<file path="config.mk">
export PLATFORM = sky130hd
export DESIGN_NAME = matrix_scan_driver
export DESIGN_NICKNAME = d
export VERILOG_FILES = /design/src/rtl/matrix_scan_driver.sv
export SDC_FILE = /design/constraint.sdc
export NUM_CORES = 1
export LEC_CHECK = 0
export BUFFER_PORTS_ARGS = -buffer_cell sky130_fd_sc_hd__buf_4
export CAP_MARGIN = 20
export CORE_ASPECT_RATIO = 1.5
export CORE_MARGIN = 2
export CORE_UTILIZATION = 40
export DETAILED_ROUTE_END_ITERATION = 16
export PLACE_DENSITY = 0.74
export SYNTH_ARGS = -nofsm -noshare
export SYNTH_HDL_FRONTEND = slang
export SYNTH_SLANG_ARGS = --single-unit
</file>
<file path="constraint.sdc">
create_clock -name clk -period 2.5 [get_ports clk]
set_clock_uncertainty 0.2 [all_clocks]
set_input_delay 0.25 -clock clk [delete_from_list [all_inputs] [get_ports clk]]
set_output_delay 0.25 -clock clk [all_outputs]
set_load 0.005 [all_outputs]
</file>
<file path="src/rtl/matrix_scan_driver.sv">
// Row-at-a-time scan driver for an 8x8 RGB matrix behind a 32-bit 74HC595 chain.
// Each row: load a shift word, clock it out MSB first, latch it, then display it for a fixed dwell.
module matrix_scan_driver #(
  parameter int CLK_DIV        = 2,
  parameter int DWELL          = 100,
  parameter bit COL_ACTIVE_LOW = 1'b1
) (
  input  logic             clk,
  input  logic             rst_n,
  input  logic             enable,
  input  logic [7:0][23:0] frame,
  output logic             ds,
  output logic             sh_cp,
  output logic             st_cp,
  output logic             oe_n,
  output logic [2:0]       row_idx,
  output logic             frame_done
);

  localparam int DIV_W   = $clog2(CLK_DIV + 1);
  localparam int DWELL_W = $clog2(DWELL + 1);
  localparam logic [DIV_W-1:0]   DIV_LAST   = DIV_W'(CLK_DIV - 1);
  localparam logic [DWELL_W-1:0] DWELL_LAST = DWELL_W'(DWELL - 1);

  typedef enum logic [2:0] {IDLE, LOAD, SHIFT, LATCH, DWELLING} state_t;

  state_t               state, state_nxt;
  logic [7:0][23:0]     snap, snap_nxt;
  logic [31:0]          word, word_nxt;
  logic [5:0]           bit_cnt, bit_cnt_nxt;
  logic [DIV_W-1:0]     div_cnt, div_cnt_nxt;
  logic [DWELL_W-1:0]   dwell_cnt, dwell_cnt_nxt;
  logic                 ds_nxt, sh_cp_nxt, st_cp_nxt, oe_n_nxt, frame_done_nxt;
  logic [2:0]           row_nxt;
  logic [23:0]          row_data;
  logic [31:0]          load_word;

  always_ff @(posedge clk) begin
    if (!rst_n) begin
      state      <= IDLE;
      snap       <= '0;
      word       <= '0;
      bit_cnt    <= '0;
      div_cnt    <= '0;
      dwell_cnt  <= '0;
      ds         <= 1'b0;
      sh_cp      <= 1'b0;
      st_cp      <= 1'b0;
      oe_n       <= 1'b1;
      row_idx    <= 3'd0;
      frame_done <= 1'b0;
    end else begin
      state      <= state_nxt;
      snap       <= snap_nxt;
      word       <= word_nxt;
      bit_cnt    <= bit_cnt_nxt;
      div_cnt    <= div_cnt_nxt;
      dwell_cnt  <= dwell_cnt_nxt;
      ds         <= ds_nxt;
      sh_cp      <= sh_cp_nxt;
      st_cp      <= st_cp_nxt;
      oe_n       <= oe_n_nxt;
      row_idx    <= row_nxt;
      frame_done <= frame_done_nxt;
    end
  end

  always_comb begin
    state_nxt      = state;
    snap_nxt       = snap;
    word_nxt       = word;
    bit_cnt_nxt    = bit_cnt;
    div_cnt_nxt    = div_cnt;
    dwell_cnt_nxt  = dwell_cnt;
    ds_nxt         = ds;
    sh_cp_nxt      = sh_cp;
    st_cp_nxt      = st_cp;
    oe_n_nxt       = oe_n;
    row_nxt        = row_idx;
    frame_done_nxt = 1'b0;

    // Row 0 reads the live frame because the snapshot is only being written this cycle.
    row_data  = (row_idx == 3'd0) ? frame[0] : snap[row_idx];
    load_word = {8'(1) << row_idx, COL_ACTIVE_LOW ? ~row_data : row_data};

    case (state)
      IDLE: begin
        oe_n_nxt = 1'b1;
        if (enable) state_nxt = LOAD;
      end
      LOAD: begin
        if (row_idx == 3'd0) snap_nxt = frame;
        word_nxt    = load_word;
        ds_nxt      = load_word[31];
        bit_cnt_nxt = 6'd0;
        div_cnt_nxt = '0;
        sh_cp_nxt   = 1'b0;
        oe_n_nxt    = 1'b1;
        state_nxt   = SHIFT;
      end
      SHIFT: begin
        if (div_cnt != DIV_LAST) begin
          div_cnt_nxt = div_cnt + 1'b1;
        end else begin
          div_cnt_nxt = '0;
          if (!sh_cp) begin
            sh_cp_nxt = 1'b1;
          end else begin
            sh_cp_nxt = 1'b0;
            if (bit_cnt == 6'd31) begin
              st_cp_nxt = 1'b1;
              state_nxt = LATCH;
            end else begin
              word_nxt    = word << 1;
              ds_nxt      = word[30];
              bit_cnt_nxt = bit_cnt + 6'd1;
            end
          end
        end
      end
      LATCH: begin
        if (div_cnt != DIV_LAST) begin
          div_cnt_nxt = div_cnt + 1'b1;
        end else begin
          div_cnt_nxt   = '0;
          st_cp_nxt     = 1'b0;
          oe_n_nxt      = 1'b0;
          dwell_cnt_nxt = '0;
          state_nxt     = DWELLING;
        end
      end
      DWELLING: begin
        if (dwell_cnt != DWELL_LAST) begin
          dwell_cnt_nxt = dwell_cnt + 1'b1;
        end else begin
          // row_idx wraps 7 -> 0 naturally, in the same cycle as frame_done.
          dwell_cnt_nxt  = '0;
          oe_n_nxt       = 1'b1;
          frame_done_nxt = (row_idx == 3'd7);
          row_nxt        = row_idx + 3'd1;
          state_nxt      = enable ? LOAD : IDLE;
        end
      end
      default: state_nxt = IDLE;
    endcase
  end

endmodule

</file>
Word level (Yosys, flattened, before mapping)
Index checks and enable logic that the tools add are counted.
{ "totals": {"inputBits": 195, "elab_cells": 100, "output_inout_bits": 8, "reg_bits": 249} }
{ "classes": {"n_reduce_logical": 18, "n_eq_ne": 15, "add_sub_neg": 4, "n_bitwise": 4, "mux": 38, "magnitude_cmp": 1, "n_shift": 1} }
{ "op_table": {"columns": ["operator", "count"], "rows": [
  ["$mux W31", 3],
  ["$bmux W24 S3", 1],
  ["$pmux W31 S2", 1],
  ["$mux W24", 2],
  ["$not A24 Y24", 1],
  ["$mux W3", 6],
  ["$mux W6", 3],
  ["$pmux W3 S5", 1],
  ["$mux W7", 2],
  ["$ne A2 B2 Y1 const B", 7],
  ["$pmux W7 S2", 1],
  ["$pmux W6 S2", 1],
  ["$mux W1", 11],
  ["$reduce_and A2 Y1", 4],
  ["$reduce_bool A2 Y1", 4],
  ["$shl A1 B3 Y8 const A", 1],
  ["$add A7 B1 Y7 const B", 1],
  ["$ne A7 B7 Y1 const B", 1],
  ["$add A6 B1 Y6 const B", 1],
  ["$eq A3 B2 Y1 const B", 2],
  ["$eq A3 B3 Y1 const B", 2],
  ["$eq A6 B5 Y1 const B", 1],
  ["$logic_not A3 Y1", 2],
  ["$pmux W1 S2", 3],
  ["16 further kinds", 19]
]} }

Logic depth before layout (Yosys ltp)
Gate-level depths: netlist of run 1.
{ "depth": {"depth_word": 5, "ltp_mapped": 12} }

Worst setup path after synthesis of run 1
No wires, ideal clock.
{ "synth_path": {"kind": "reg-to-reg", "from": "reg row_idx[1]", "to": "reg word[15]", "setup_slack_ps": -256, "stages_incl_launch_ff": 12, "t_required_ps": 2183, "arrival_time_ps": 2439, "cell_sequence": "dfxtp_1 -> buf_2 -> buf_1 -> inv_1 -> ha_1 -> clkbuf_1 -> nand2b_1 -> clkbuf_1 -> clkbuf_1 -> o21a_1 -> o2111ai_1 -> a32o_1"} }
{ "synth_via": {"elab_chain_len": 5} }
{ "synth_rtl": {"columns": ["element", "line_no", "source"], "rows": [
  ["from (decl)", "16", "output logic [2:0] row_idx,"],
  ["from (signal assigned)", "63", "row_idx <= row_nxt;"],
  ["$bmux W24 S3", "83", "row_data = (row_idx == 3'd0) ? frame[0] : snap[row_idx];"],
  ["$mux W24 (not written as such)", "83", null],
  ["$mux W24 (*)", "83", null],
  ["$not A24 Y24 (*)", "84", "load_word = {8'(1) << row_idx, COL_ACTIVE_LOW ? ~row_data : row_data};"],
  ["$pmux W31 S2 (*)", "86", "case (state)"],
  ["to (signal assigned)", "55", "word <= word_nxt;"],
  ["to (decl)", "29", "logic [31:0] word, word_nxt;"]
]} }
Every way passes the cells marked *; elsewhere a longest branch is shown, timed or not. The select of a mux whose other input is x is not followed.
A chain may end at the register's enable or synchronous reset.

Worst setup path after layout of run 1
{ "layout_path": {"from": "reg row_idx[1]", "to": "reg snap[136] (netlist name)"} }
{ "layout_via": {"elab_chain_len": 2} }
{ "layout_rtl": {"columns": ["element", "line_no", "source"], "rows": [
  ["$logic_not A3 Y1", "92", "if (row_idx == 3'd0) snap_nxt = frame;"],
  ["$reduce_and A2 Y1 (no line)", null, null],
  ["to (signal assigned)", "54", "snap <= snap_nxt;"],
  ["to (decl)", "28", "logic [7:0][23:0] snap, snap_nxt;"]
]} }
No other way between the ends.

==> summary.md, run 1 <==
| Metric | Value |
|---|---|
| Pint | `8.83 mW` |
| Setup violators final | `0` |
| DRT Pass-1 Iters | `7` |
| Worst path required time | `2740 ps` |
| Detailed Route Iter0 Violations | `817` |
| Synth Flop Type | `dfxtp_1` |
| Max IR drop VDD | `about 690 µV` |
| Hold WC Path Type | `input pin to flip-flop` |
| Post-synth ARST share | `0%` |
| P_sw | `4.64 mW` |
| Total CTS buffers | `25` |
| GPL Wtd Cong | `between 0.8 and 0.9` |
| Ports | `203` |
| Area delta synth->final | `40.0%` |
| Setup TNS | `0 ps` |
| Port Buf Inserts | `202` |
| PwrDens | `851 mW/mm²` |
| CTS tree | `yes` |
| Max Slew Vio Count | `0` |
| Sw Share | `34.4%` |
| Library cells used by synthesis | `60` |
| Register area share after synthesis | `~44%` |
| Vias | `11.6k` |
| Drt via density | `5.66` |
| RSZ-0062 raised after global routing | `no` |
| Die Wd | `141 µm` |
| Core Region | `about 0.028 mm²` |
| # nets final | `1890` |
| Critical path class | `flip-flop to flip-flop` |
| Ys Warns | `0` |
| FP Rows | `75` |
| Layout cells sized above 1 | `19.3%` |
| Synth Net Count | `1554` |
| Die ar. | `0.0297 mm²` |
| Mean post-synth cell area | `approximately 8.4 µm²` |
| Fmax achieved | `0.419 GHz` |
| Overall routing resource usage | `26.0%` |
| Crit. End Element | `flip-flop` |
| Post-synth EDFFs | `0` |
| Max Root-Sink Buffers | `3` |
| Antenna violations before repair | `4` |
| Gate power share | `a little under a third` |
| Count of state elements after synthesis | `~250` |
| Worst-path fanout max | `62` |
| Fin. Hold Viols | `0` |
| Tmin final | `2380 ps` |
| Initial Util | `40.6%` |
| Crit share post-route | `between 90% and 100%` |
| Startpoint types | `flip-flop` |
| Worst-skew pair later-pin latency | `540 ps` |
| Status | `finished, final reports clean` |
| Largest net degree at the start of global routing | `144` |
| CTS clk-pin slew, worst paths | `60 ps` |
| Crit path DAT | `roughly 2600 ps` |
| Leak | `5.83 nW` |
| Root Buffer | `clkbuf_16` |
| Instance count of the mapped netlist | `approximately 1.4k` |
| # Post-CTS Setup Buffers | `0` |
| Relative slew slack | `between 50% and 60%` |
| Sequential Power Share | `between 30% and 40%` |
| Setup slack at placement | `237 ps` |
| First-pass GRT wire length | `a little over 60 mm` |
| Clock share of power | `28.7%` |
| Synth Cell Area | `between 0.01 and 0.015 mm²` |
| Sink Count | `249` |
| Vias in the first global route | `about 12k` |
| Post-route ant nets | `0` |
| Final wirelength | `39.7 mm` |
| Depth of the CTS H-tree | `1` |
| Hpwl dp | `23.8 mm` |
| Residual DRC count | `0` |
| Routed len/inst | `19.3 µm` |
| Die Y | `210 µm` |
| Worst setup margin | `approximately 120 ps` |
| Max_cap viols | `0` |
| Grt ovf | `0` |
| Worst-Margin Slew | `between 600 and 700 ps` |
[placed cells by master, fill, tap and decap left out, types with 12 or more instances in the layout]
cell type,netlist,routed
a211oi_1,25,25
o21ai_0,27,27
o21a_1,24,24
mux4_2,24,24
a21oi_1,204,204
a32o_1,23,23
nor2_1,13,12
dlygate4sd3_1,0,193
o2111ai_1,24,24
buf_4,23,228
mux2i_1,50,50
nand3_1,15,14
dfxtp_1,249,247
clkbuf_16,0,25
nand2_1,450,450
[cells in the mapped netlist, types with 15 or more instances]
cell type	count	area (µm²)
mux4_2	24	541
mux2i_1	50	500
a21oi_1	204	1020
o21ai_0	27	135
clkbuf_1	69	259
a32o_1	23	230
nand2_1	450	1690
buf_2	19	95.1
a211oi_1	25	188
nand3_1	15	75.1
buf_4	23	173
o2111ai_1	24	210
o21a_1	24	180
dfxtp_1	249	4980
[area by class of cell]
class	count	area, µm²
inverters	9	38.8
multi-input cells	973	5710
well taps	346	433
repair buffers	429	3800
flip-flops and latches	249	4990
clock inverters	8	101
diodes	4	10.0
fillers	2271	12000
clock buffers	36	737
[final timing paths]
check,startpoint,endpoint,slack (ps),cells past startpoint
setup / recovery,row_idx[1],snap[136],120,8
hold / removal,enable,state[0],30,4
setup reg to reg,row_idx[1],snap[136],120,8
hold reg to reg,snap[187],snap[187],250,2
[metrics by stage]
step	utilization [%]	total power [mW]	hold WS [ps]	cells	cell area, µm²
finish	56.8	13.5	25.5	2054	15800
global placement	46.8	9.09	239	1813	13000
floorplan	-	8.19	186	1351	11300
detailed placement	46.8	9.22	244	1813	13000
CTS	56.7	13.3	9.16	2050	15800
global route	56.8	14.1	45.4	2054	15800
[worst max-delay path, cell delays in order (launching register included)]
cell and delay (ps):
dfxtp_2 360, inv_1 110, ha_1 400, nand2b_1 190, nor2_4 150, buf_12 220
buf_12 290, nand2_1 130, a21oi_1 190
[power groups by stage]
| stage | clock (mW) | combinational [mW] | sequential (mW) |
|---|---|---|---|
| floorplan | 0 | 2.99 | 5.20 |
| global placement | 0 | 3.79 | 5.30 |
| detailed placement | 0 | 3.87 | 5.35 |
| CTS | 3.89 | 4.14 | 5.26 |
| global route | 4.05 | 4.68 | 5.39 |
| finish | 3.86 | 4.30 | 5.30 |
[flip-flops by register name, summed over array words and instances (netlist names)]
register	count
sh_cp	1
snap	192
row_idx	3
bit_cnt	6
div_cnt	2
state	3
dwell_cnt	7
oe_n	1
frame_done	1
st_cp	1
ds	1
word	31
[routing by layer]
metal  GRT usage [%]  up-vias  routed length [µm]
met1            28.2     5534               14200
met2            46.0      545               20100
li1                -     5377                   -
met3            3.83      171                2270
met5               0        -                   0
met4            18.2        0                3110
[what timing repair did]
item | in CTS | in global routing
hold endpoints to repair | 194 | 0
resized for setup | 0 | 1
setup endpoints to repair | 0 | 5
hold buffers | 193 | 0
[kinds of logic (layout without fill, tap and decap cells)]
group                    count (synthesis)  count (layout)  synth area share, %
flip-flops                             249             249                 44.1
buffers and inverters                  129             482                 5.60
AO/OA/AOI/OAI                          368             368                 20.9
adder cells (fa/ha/maj)                  8               8                0.885
multiplexers                            77              77                 9.61
XOR/XNOR                                 1               1               0.0775
other                                    0               4                    0
AND/OR/NAND/NOR                        519             519                 18.8
(Power assumes the default switching activity.)
==> inputs of run 2 (changes only) <==
Settings changed: ABC_AREA set to 1.
==> run 2 against run 1 <==
Against the previous run: critical path depth down 6; clock power up 1%; synthesized area grew 0.70%; critical endpoint is now row_idx[1].
==> summary.md, run 2 <==
| Metric | Value |
|---|---|
| Status | `finished, final reports clean` |
| Largest Register | `snap` |
| Finished Layout Cells | `2372 (+15%)` |
| Count of state elements after synthesis | `249 (unchanged)` |
| Fin. Hold Viols | `0 (unchanged)` |
| RSZ-0062 raised after global routing | `no` |
| Max IR drop VDD | `660 µV (-3.8%)` |
| CP most frequent cell | `buf_4` |
| Top-count cell post-synth | `nand2_1` |
| Drt via density | `5.16 (-8.9%)` |
| Crit path DAT | `1630 ps (-990 ps)` |
| Crit share post-route | `83.2% (-12 points)` |
| Register area share after synthesis | `43.8% (-0.31 points)` |
| Vias | `12.2k (+5.2%)` |
| Worst path required time | `2050 ps (-690 ps)` |
| Port Buf Inserts | `202 (unchanged)` |
| Sink Count | `249 (unchanged)` |
| Tmin final | `2080 ps (-305 ps)` |
| Placed Instances | `2133 (+18%)` |
| Largest net degree at the start of global routing | `103 (-28%)` |
| Cell breakdown of the critical path | `buf_4 -> buf_4` |
| Library cells used by synthesis | `28 (-53%)` |
| Synth top cells by count | `nand2_1 (394), dfxtp_1 (249), nor2_1 (237)` |
| Largest register FFs | `192 (unchanged)` |
| Relative slew slack | `51.2% (-2.2 points)` |
| WHS | `28.8 ps (+3.29 ps)` |
| CP bufs+invs | `2 (-1)` |
| Post-synth ARST share | `0% (unchanged)` |
| Commonest non-fill, non-tap cells in the layout | `nand2_1 (394), dfxtp_1 (247), nor2_1 (237)` |
| Depth of the CTS H-tree | `1 (unchanged)` |
| First-pass GRT wire length | `59.4 mm (-2.7%)` |
| Total CTS buffers | `25 (unchanged)` |
| PwrDens | `934 mW/mm² (+9.8%)` |
| Die Y | `211 µm (+0.34%)` |
| Top Metal Used | `met4` |
| Commonest non-fill, non-tap cell in the layout | `nand2_1` |
| Max_cap viols | `0 (unchanged)` |
| Area share of the largest cell type after synthesis | `43.8% (-0.31 points)` |
| Core Region | `0.0280 mm² (+0.34%)` |
| Post-route ant nets | `0 (unchanged)` |
| Setup TNS | `0 ps (unchanged)` |
| Setup violators final | `0 (unchanged)` |
| Die Wd | `142 µm (+0.34%)` |
| Synth Cell Area | `0.0114 mm² (+0.70%)` |
| Final wirelength | `37.2 mm (-6.3%)` |
| Area delta synth->final | `38.9%` |
| Worst-Margin Slew | `732 ps (+39.6 ps)` |
| Leak | `6.71 nW (+15%)` |
| Root Buffer | `clkbuf_16` |
| Slowest cell on the critical path | `buf_4` |
| Critical path class | `flip-flop to output port` |
| # nets final | `2210 (+17%)` |
| Crit. End Element | `output port` |
| Overall routing resource usage | `24.3% (-1.6 points)` |
| Top cell type by total area after synthesis | `dfxtp_1` |
| CP peak stage delay | `540 ps (+140 ps)` |
| Initial Util | `40.7% (+0.15 points)` |
| Layout cells sized above 1 | `13.8% (-5.5 points)` |
| Synth Net Count | `1888 (+21%)` |
| Post-CTS Resized | `0 (unchanged)` |
| Fmax achieved | `0.481 GHz (+15%)` |
| Worst setup margin | `420 ps (+305 ps)` |
| Worst-path fanout max | `52 (-16%)` |
| Antenna violations before repair | `2 (-2)` |
| WL met3 | `1.97 mm (-13%)` |
| CTS clk-pin slew, worst paths | `60 ps (about the same)` |
| Hpwl dp | `22.4 mm (-5.9%)` |
| GPL Wtd Cong | `0.865 (+0.48%)` |
| Setup slack at placement | `429 ps (+192 ps)` |
| M1 WL | `15.4 mm (+8.5%)` |
| Tot Pwr | `14.8 mW (+9.6%)` |
| Max Slew Vio Count | `0 (unchanged)` |
| Residual DRC count | `0 (unchanged)` |
| Post-synth EDFFs | `0 (unchanged)` |
| CTS tree | `yes` |
| Grt ovf | `0 (unchanged)` |
| Instance count of the mapped netlist | `1685 (+25%)` |
| CP delay by family, top | `buffers and inverters` |
| Worst-skew pair later-pin latency | `520 ps (-20 ps)` |
| FP Rows | `75 (unchanged)` |
| Vias in the first global route | `11.8k (+0.70%)` |
| Mean post-synth cell area | `6.76 µm² (-19%)` |
| Synth Flop Type | `dfxtp_1` |
| DR WL met2 | `18.5 mm (-7.9%)` |
| Hold WC Path Type | `input pin to flip-flop` |
| Routed len/inst | `15.7 µm (-19%)` |
| Die ar. | `0.0299 mm² (+0.68%)` |
| Detailed Route Iter0 Violations | `789 (-3.4%)` |
| DRT Pass-1 Iters | `5 (-2)` |
| Max Root-Sink Buffers | `3 (unchanged)` |
| Ports | `203 (unchanged)` |
| Synth area leaders | `dfxtp_1 (44%), nand2_1 (13%), o21ai_0 (9.5%), nor2_1 (7.8%), a21oi_1 (7.1%)` |
| Startpoint types | `flip-flop` |
| Biggest regs | `snap x192, word x31, dwell_cnt x7` |
| Ys Warns | `0 (unchanged)` |
==> run 2: worst reg2reg max path: stages (launching register included) <==
cell and delay (ps):
dfxtp_1 420, ha_1 230, inv_1 50, nor2_1 160
nand2_1 80, nand2_2 90, nand2_2 60, nand2_4 240
inv_2 180, o21ai_0 180, nor2_1 50
==> run 2: final timing paths <==
| kind | start | to | slack (ps) | cells past startpoint |
|---|---|---|---|---|
| setup / recovery | row_idx[1] | row_idx[1] | 420 | 2 |
| setup reg to reg | bit_cnt[0] | bit_cnt[1] | 430 | 10 |
| hold reg to reg | div_cnt[1] | div_cnt[1] | 240 | 2 |
| hold / removal | rst_n | oe_n | 30 | 2 |
==> run 2: area by class of cell <==
type                            instances  area [µm²]
Fill cell                            2413       12200
Multi-Input combinational cell       1192        5350
Sequential cell                       249        4990
Timing Repair Buffer                  417        3730
Clock buffer                           33         676
Inverter                              122         467
Tap cell                              346         433
Clock inverter                         11         165
Antenna cell                            2        5.00
==> run 2: cells by family (layout without fill, tap and decap cells) <==
family | after synthesis | in the layout | share of synthesized area, %
other cells | 0 | 2 | 0
flops | 249 | 249 | 43.8
simple gates | 798 | 798 | 28.9
compound gates | 383 | 383 | 16.9
fa+ha+maj | 8 | 8 | 0.879
buf+inv | 244 | 583 | 9.25
xor+xnor | 3 | 3 | 0.231
==> run 2: power by group <==
| group | total (mW) | switching [mW] | leakage, nW | internal, mW |
|---|---|---|---|---|
| Combinational | 5.05 | 3.09 | 4.26 | 1.95 |
| Clock | 3.90 | 1.59 | 0.411 | 2.32 |
| Sequential | 5.81 | 0.553 | 2.04 | 5.26 |
| Total | 14.8 | 5.24 | 6.71 | 9.53 |
==> run 2: timing repair <==
item / CTS / global route
hold buffers: 193 / 0
setup buffers: 0 / 0
hold endpoints to repair: 203 / 0
==> run 2: stage by stage <==
stage	utilization (%)	instance area, µm²
after detailed placement	46.6	13000
after floorplan	-	11400
after CTS	56.5	15800
after global placement	46.6	13000
final	56.5	15800
after global routing	56.5	15800
==> run 2: routing by layer <==
layer,GRT usage (%),vias up
li1,-,6059
met1,30.3,5657
met2,43.5,436
met3,2.34,82
met4,8.83,0
met5,0,-
